$ cat src/rtl/mem_data_access_pkg.sv
// Shared MEM-stage types: memory op bundle, access sizes, FSM states.
// Store-side lane helpers live here so other data paths can reuse them.
package mem_data_access_pkg;

  typedef struct packed {
    logic       load;
    logic       store;
    logic       sign;
    logic [1:0] size;
  } mem_op_t;

  localparam logic [1:0] MEM_SZ_B = 2'd0;
  localparam logic [1:0] MEM_SZ_H = 2'd1;
  localparam logic [1:0] MEM_SZ_W = 2'd2;

  typedef enum logic [2:0] {
    ST_IDLE,
    ST_REQ,
    ST_WAIT,
    ST_DONE,
    ST_DRAIN
  } mem_state_t;

  function automatic logic [3:0] store_strb(
    input logic [1:0] size,
    input logic [1:0] off
  );
    logic [3:0] s;
    case (size)
      MEM_SZ_B: s = 4'b0001 << off;
      MEM_SZ_H: s = off[1] ? 4'b1100 : 4'b0011;
      default:  s = 4'b1111;
    endcase
    return s;
  endfunction

  function automatic logic [31:0] store_data(
    input logic [1:0]  size,
    input logic [31:0] data
  );
    logic [31:0] w;
    case (size)
      MEM_SZ_B: w = {4{data[7:0]}};
      MEM_SZ_H: w = {2{data[15:0]}};
      default:  w = data;
    endcase
    return w;
  endfunction

endpackage

$ cat src/rtl/mem_data_access_load_align.sv
// Load lane extraction and sign/zero extension of a raw 32-bit word.
// Purely combinational; shared with the uncached load path.
module load_align
  import mem_data_access_pkg::*;
(
  input  logic [31:0] rdata,
  input  logic [1:0]  off,
  input  logic [1:0]  size,
  input  logic        sign,
  output logic [31:0] result
);

  logic [7:0]  b;
  logic [15:0] h;

  always_comb begin
    b      = 8'(rdata >> {off, 3'b000});
    h      = 16'(rdata >> {off[1], 4'b0000});
    result = rdata;
    case (size)
      MEM_SZ_B: result = {{24{sign & b[7]}}, b};
      MEM_SZ_H: result = {{16{sign & h[15]}}, h};
      default:  result = rdata;
    endcase
  end

endmodule

$ cat src/rtl/mem_data_access.sv
// MEM-stage data access: registers the EXE op, issues one dcache
// request, aligns load data, stalls while busy, drains flushed loads.
module mem_data_access
  import mem_data_access_pkg::*;
(
  input  logic        clk,
  input  logic        resetn,
  input  logic        MEM_Wr,
  input  logic        MEM_Flush,
  input  logic [31:0] EXE_ALUOut,
  input  logic [31:0] EXE_OutB,
  input  mem_op_t     EXE_MemOp,
  input  logic        EXE_ExceptValid,
  output logic        dreq_valid,
  output logic        dreq_wr,
  output logic [31:0] dreq_addr,
  output logic [1:0]  dreq_size,
  output logic [3:0]  dreq_wstrb,
  output logic [31:0] dreq_wdata,
  input  logic        dreq_ready,
  input  logic        drsp_valid,
  input  logic [31:0] drsp_rdata,
  output logic [31:0] MEM_LoadData,
  output logic        MEM_DataStall
);

  mem_state_t  state_q, state_d;
  mem_op_t     op_q, op_d;
  logic [31:0] addr_q, addr_d;
  logic [31:0] wdata_q, wdata_d;
  logic [31:0] load_q, load_d;
  logic [3:0]  wstrb_q, wstrb_d;
  logic        vld_q, vld_d;
  logic        dpend_q, dpend_d;
  logic        stall, cap, pend_new;
  logic [31:0] aligned;

  load_align u_align (
    .rdata  (drsp_rdata),
    .off    (addr_q[1:0]),
    .size   (op_q.size),
    .sign   (op_q.sign),
    .result (aligned)
  );

  // A store handshake frees the stage in the same cycle.
  assign stall =
    (state_q == ST_REQ && !(dreq_ready && op_q.store)) ||
    (state_q == ST_WAIT) ||
    (state_q == ST_DRAIN && dpend_q);

  assign cap      = MEM_Wr & ~MEM_Flush & ~stall;
  assign pend_new = (EXE_MemOp.load | EXE_MemOp.store)
                  & ~EXE_ExceptValid;

  always_ff @(posedge clk) begin
    if (!resetn) state_q <= ST_IDLE;
    else         state_q <= state_d;
  end

  always_comb begin
    state_d = state_q;
    unique case (state_q)
      ST_IDLE, ST_DONE: begin
        if (MEM_Flush) state_d = ST_IDLE;
        else if (cap)  state_d = pend_new ? ST_REQ : ST_IDLE;
      end
      ST_REQ: begin
        if (MEM_Flush) state_d = ST_IDLE;
        else if (dreq_ready) begin
          if (op_q.store)
            state_d = (cap && pend_new) ? ST_REQ : ST_IDLE;
          else if (op_q.load)
            state_d = ST_WAIT;
          else
            state_d = ST_IDLE;
        end
      end
      ST_WAIT: begin
        if (MEM_Flush)       state_d = ST_DRAIN;
        else if (drsp_valid) state_d = ST_DONE;
      end
      ST_DRAIN: begin
        if (drsp_valid)
          state_d = (!MEM_Flush && (dpend_q || (cap && pend_new)))
                  ? ST_REQ : ST_IDLE;
      end
      default: state_d = ST_IDLE;
    endcase
  end

  always_comb begin
    op_d    = op_q;
    addr_d  = addr_q;
    wdata_d = wdata_q;
    wstrb_d = wstrb_q;
    load_d  = load_q;
    dpend_d = 1'b0;
    if (cap) begin
      op_d    = EXE_MemOp;
      addr_d  = EXE_ALUOut;
      wdata_d = store_data(EXE_MemOp.size, EXE_OutB);
      wstrb_d = (pend_new && EXE_MemOp.store)
              ? store_strb(EXE_MemOp.size, EXE_ALUOut[1:0])
              : 4'b0000;
    end
    if (state_q == ST_DRAIN && !drsp_valid && !MEM_Flush)
      dpend_d = dpend_q | (cap & pend_new);
    if (state_q == ST_WAIT && !MEM_Flush && drsp_valid)
      load_d = aligned;
    vld_d = (state_d == ST_REQ);
  end

  always_ff @(posedge clk) begin
    if (!resetn) begin
      op_q    <= '0;
      addr_q  <= '0;
      wdata_q <= '0;
      wstrb_q <= '0;
      load_q  <= '0;
      vld_q   <= 1'b0;
      dpend_q <= 1'b0;
    end else begin
      op_q    <= op_d;
      addr_q  <= addr_d;
      wdata_q <= wdata_d;
      wstrb_q <= wstrb_d;
      load_q  <= load_d;
      vld_q   <= vld_d;
      dpend_q <= dpend_d;
    end
  end

  assign dreq_valid    = vld_q;
  assign dreq_wr       = op_q.store;
  assign dreq_addr     = addr_q;
  assign dreq_size     = op_q.size;
  assign dreq_wstrb    = wstrb_q;
  assign dreq_wdata    = wdata_q;
  assign MEM_LoadData  = load_q;
  assign MEM_DataStall = stall;

endmodule

$ cat config.mk
export PLATFORM = sky130hd
export DESIGN_NAME = mem_data_access
export DESIGN_NICKNAME = d
export VERILOG_FILES = /design/src/rtl/mem_data_access_pkg.sv /design/src/rtl/mem_data_access_load_align.sv /design/src/rtl/mem_data_access.sv
export SDC_FILE = /design/constraint.sdc
export NUM_CORES = 1
export LEC_CHECK = 0
export ABC_CLOCK_PERIOD_IN_PS = 2140
export CORE_MARGIN = 3
export CORE_UTILIZATION = 45
export CTS_CLUSTER_SIZE = 40
export DETAILED_ROUTE_END_ITERATION = 8
export PLACE_DENSITY = 0.78
export SLEW_MARGIN = 10
export SYNTH_ARGS = -nofsm -noshare
export SYNTH_HDL_FRONTEND = slang
export SYNTH_HIERARCHICAL = 1
export SYNTH_SLANG_ARGS = --single-unit
$ cat constraint.sdc
create_clock -name clk -period 2.14 [get_ports clk]
set_clock_uncertainty 0.2 [all_clocks]
set_input_delay 0.214 -clock clk [delete_from_list [all_inputs] [get_ports clk]]
set_output_delay 0.214 -clock clk [all_outputs]
set_load 0.05 [all_outputs]
; After elaboration in Yosys (flattened, before gate mapping)
; Cells that the tools add are included.
[word_totals]
register_bits = 110
latch_bits = 0
mem_bits_rw = 0
rom_bits = 0
wordCells = 71
memories = 0
[classes]
n_addsub = 0
mul = 0
n_div = 0
magnitude_cmp = 0
eq_ne = 7
shifts = 3
mux = 18
bitwise_logic = 11
n_reduce_logical = 21
[ops]
columns = cell, n
row1 = $pmux W32 S2, 2
row2 = $shr A32 B5 Y16, 1
row3 = $shr A32 B5 Y8, 1
row4 = $mux W3, 7
row5 = $pmux W3 S4, 1
row6 = $logic_and A1 B1 Y1, 10
row7 = $mux W4, 2
row8 = $pmux W4 S2, 1
row9 = $and A1 B1 Y1, 6
row10 = $eq A3 B1 Y1 const B, 2
row11 = $eq A3 B2 Y1 const B, 2
row12 = $eq A2 B1 Y1 const B, 2
row13 = $logic_not A2 Y1, 2
row14 = $mux W2, 2
row15 = $shl A1 B2 Y4 const A, 1
row16 = $eq A3 B3 Y1 const B, 1
row17 = $logic_not A1 Y1, 3
row18 = $logic_not A3 Y1, 1
row19 = $logic_or A1 B1 Y1, 3
row20 = $mux W1, 3
row21 = $not A1 Y1, 3
row22 = $or A1 B1 Y1, 2
row23 = $reduce_and A2 Y1, 1
row24 = $reduce_or A2 Y1, 1

; Depth between registers and ports, before layout
[depth]
ltp_word = 14
depth_mapped = 7
depth_no_buf = 5

; Hierarchy
; Netlist, hierarchy kept.
[modules_own_cells]
columns = module, instances, cells_each, area_per_inst_um2
row1 = mem_data_access, 1, 560, 4982.3
row2 = load_align, 1, 93, 706.9

; Least setup slack after synthesis
; No wires, ideal clock.
[synth_path]
path_type = reg-to-reg
from = reg addr_q[1], in the netlist dreq_addr[1]
to = reg load_q[10], in the netlist MEM_LoadData[10]
arrival_ps = 1806
required_ps = 1823
path_slack_ps = 17
stages_incl_launch_ff = 6
n_path_buf = 0
synth_period_minus_slack_ps = 2123
cell_sequence = dfxtp_1 > mux4_2 > nor3b_4 > a221o_1 > nand2_1 > a21boi_1
[synth_between]
elab_chain_len = 3
[synth_rtl]
columns = item, line_no
row1 = "start, declared", mem_data_access.sv:29  ; logic [31:0] addr_q, addr_d;
row2 = "start signal, assigned", mem_data_access.sv:125  ; addr_q <= addr_d;
row3 = $shr A32 B5 Y8, mem_data_access_load_align.sv:17  ; b = 8'(rdata >> {off, 3'b000});
row4 = $and A1 B1 Y1, mem_data_access_load_align.sv:21  ; MEM_SZ_B: result = {{24{sign & b[7]}}, b};
row5 = $pmux W32 S2 *, mem_data_access_load_align.sv:20  ; case (size)
row6 = net aligned[10], mem_data_access.sv:36  ; logic [31:0] aligned;
row7 = "end signal, assigned", mem_data_access.sv:128  ; load_q <= load_d;
row8 = "end, declared", mem_data_access.sv:31  ; logic [31:0] load_q, load_d;
; The timed path passes the listed nets; every way through them passes the cells marked *.
; A chain may end at the register's enable or synchronous reset.

; Final worst setup path
[layout_path]
from = reg state_q[1]
to = out MEM_DataStall
[layout_between]
elab_chain_len = 4
[layout_rtl]
columns = item, line_no
row1 = "start, declared", mem_data_access.sv:27  ; mem_state_t state_q, state_d;
row2 = "start signal, assigned", mem_data_access.sv:58  ; else state_q <= state_d;
row3 = $eq A3 B1 Y1, mem_data_access.sv:48  ; (state_q == ST_REQ && !(dreq_ready && op_q.store)) ||
row4 = $logic_and A1 B1 Y1, mem_data_access.sv:48
row5 = $logic_or A1 B1 Y1, mem_data_access.sv:48
row6 = $logic_or A1 B1 Y1 *, mem_data_access.sv:49  ; (state_q == ST_WAIT) ||
row7 = "end, declared", mem_data_access.sv:24  ; output logic MEM_DataStall
; Mark *: on every way between the ends. The rest lies on a longest branch, timed or not.

==> results.yml <==
sta:
  min_period_ps: 2040
  slew_viol_final: 0
  final-hold-violation-count: 0
  hold_ws_ps: 217
  setup_viol: 0
  tightest_slew_ps: 775
  period_share_pct: 95.1
  fmax_ghz: 0.491
  slew_headroom_pct: 48.3
  rsz0062_at_grt: "false"
hold_path:
  min_path_type: "input port to register"
  holdPathEnd: "dreq_addr[2]"
  min_path_cells: 3
  min_from: "EXE_ALUOut[2]"
critical_path:
  r2r_end: "dreq_wdata[24]"
  slowest_delay_ps: 390
  path_class: "register to output port"
  r2r_slack_ps: 160
  critPathRequiredTime_ps: 1730
  start_kind: "register"
  path_cells: "nor3b_1, o2bb2ai_1, or2_2, buf_12"
  crit_slowest_cell: "dfxtp_2"
  reg2reg_depth: 6
  critPathArrivalTime_ps: 1620
  cp-end-kind: "output port"
  reg2reg_from: "state_q[2]"
  critical_path_peak_fanout: 11
placed_design:
  io_buffers: 212
  place_hpwl_um: 11800
  routabilityCongestion: 0.890
  dp_cells: 999
final_layout:
  layout.nets: 952
  fin_cells: 1017
  num_antenna_cells: 0
  drive_gt1_share_pct: 11.1
  area_growth_pct: 44.1
synth:
  syn_area_mm2: 0.00569
  syn_nets: 761
  synth_xor_area_share_pct: 0
  netlist_instances: 653
  synth_top_cells_by_area: "dfxtp_1 (39%), nand2_1 (16%), mux2i_1 (16%)"
  yosysSeqAreaShare_pct: 38.7
  synth.largest_area_cell: "dfxtp_1"
  yosysWarnings: 6
  synth_cell_types: 46
  async_flop_share_pct: 0
  synth_fa_ha_area_share_pct: 0
  synth_top_family_by_area: "simple AND/OR/NAND/NOR gates"
  synth_top_area_share_pct: 38.7
  synth-main-ff-cell: "dfxtp_1"
  synth_edf_count: 0
  synthMuxAreaShare_pct: 19.7
  synth_area_per_cell_um2: 8.71
  ys_ff_latch: 110
  synthSimpleGateAreaFrac_pct: 20.5
  synth_compound_area_share_pct: 14.1
power:
  peakVddDrop_uv: 450
  powerDensity_mw_per_mm2: 597
  power_leakage_uw: 0.00300
  finalPower_uw: 4890
grt:
  antenna_found_initial: 0
  grt_pass1_wl_um: 26000
  overflow: 0
  grt_pass1_vias: 5244
  grt_max_degree: 90
  grtUsageTotal_pct: 22.5
status:
  status: "finished, final reports clean"
drt:
  viasPerCell: 5.22
  drc: 0
  wl_um: 16200
  drt_iter0_drc: 413
  wire_per_inst_um: 15.9
  vias: 5312
  drtAntennaViolNets: 0
  firstDrtPassIters: 4
clock_network:
  clkSlewWorstSetupHoldPaths_ps: 70
  cts_sinks: 110
  h-tree-depth: 3
  cts_tree: "built"
  cts_made_buffers: 9
  root_buffer: "clkbuf_16"
  worstSkewPairLatency_ps: 350
  cts_buffer_depth: 2
floorplan:
  die_w_um: 118
  num_io_pins: 213
  die_y_um: 118
  fp-row-count: 40
  coreArea_mm2: 0.0122
  die_area_mm2: 0.0140
  initial_core_util_pct: 46.8
flow_run:
  max_cap_viol_count: 0
## flip-flops by register name, indices dropped and copies added, names as in the netlist, 2 cells and up
| signal | count |
|---|---|
| MEM_LoadData | 32 |
| dreq_addr | 32 |
| dreq_wdata | 32 |
| dreq_wstrb | 4 |
| state_q | 3 |
| dreq_size | 2 |
| op_q | 2 |
## cells in the final DEF (no fill, tap or decap), types with 9 or more instances in the layout
| master | count |
|---|---|
| nand2_1 | 241 |
| clkdlybuf4s50_1 | 206 |
| dfxtp_1 | 108 |
| mux2i_1 | 90 |
| a21boi_1 | 30 |
| o21ai_0 | 19 |
| buf_4 | 17 |
| mux2_2 | 16 |
| o21ai_2 | 10 |
| nand2b_1 | 9 |
| clkbuf_16 | 9 |
| buf_12 | 9 |
## metal layers
metal	wire, um	track usage, %	share of wire [%]	vias up
met5	0	0	0	-
met4	327	7.75	2.0	0
met3	1560	8.37	9.7	27
met2	7460	37.1	46	223
met1	6840	27.1	42	2462
li1	-	-	-	2600
## how the worst max path moves through the flow
| stage | start | to | cells past startpoint |
|---|---|---|---|
| 2_1_floorplan | dreq_addr[1] | MEM_LoadData[10] | 5 |
| 3_3_place_gp | MEM_Flush | dreq_wdata[19] | 5 |
| 3_5_place_dp | MEM_Flush | dreq_wdata[24] | 5 |
| 4_1_cts | state_q[0] | MEM_DataStall | 4 |
| 5_1_grt | state_q[1] | MEM_DataStall | 4 |
| 6_report | state_q[1] | MEM_DataStall | 4 |
## cell usage after synthesis (all sizes together), types with 4 or more instances
cell	n
a21boi	33
a21oi	5
a221o	8
a22o	8
buf	24
clkbuf	29
dfxtp	110
mux2	17
mux2i	90
nand2	242
nand2b	9
nand3b	4
nor2	5
o21ai	29
o221a	8
## timing repair
| item | CTS | global route |
|---|---|---|
| cloned | 0 | 0 |
| hold buffers | 1 | 0 |
| endpoints found under the hold margin | 2 | 0 |
| endpoints found under the setup margin | 1 | 6 |
| pin swaps | 0 | 1 |
| setup buffers | 0 | 1 |
| resized for setup | 2 | 1 |
## layout make-up
type,count,area (um^2)
tap,168,210
multi-input combinational,487,3100
clock buffer,10,239
clock inverter,6,46.3
sequential,110,2200
timing repair buffer,233,2380
inverter,3,11.3
fill,1009,3970
## cells by family (layout without fill, tap and decap cells)
group           after synthesis  after routing
mux                         108            108
simple gates                278            278
buf+inv                      56            252
flops                       110            110
compound gates              101            101
## power by group
part           leakage, uW  switching (uW)  internal (uW)  total, uW
sequential        0.000896            47.7           2120       2170
clock             0.000129             791            829       1620
combinational      0.00197             600            508       1110
total              0.00300            1440           3450       4890
## metrics by stage
stage	util, %	area, um^2	worst slack (ps)	setup TNS, ps
5_1_grt	67.4	8200	17.8	0
4_1_cts	67.3	8180	39.8	0
3_3_place_gp	64.8	7890	83.0	0
2_1_floorplan	-	5690	16.9	0
3_5_place_dp	64.8	7890	-22.6	-22.6
6_report	67.4	8200	105	0
## worst max-delay path: cells and delay by family (launching register included)
| family | cells | cell delay (ps) |
|---|---|---|
| DFF | 1 | 390 |
| AOI/OAI and AO/OA | 1 | 240 |
| and+or+nand+nor | 2 | 510 |
| buffers and inverters | 1 | 140 |
Note: power is estimated with default switching activity, not from simulation.
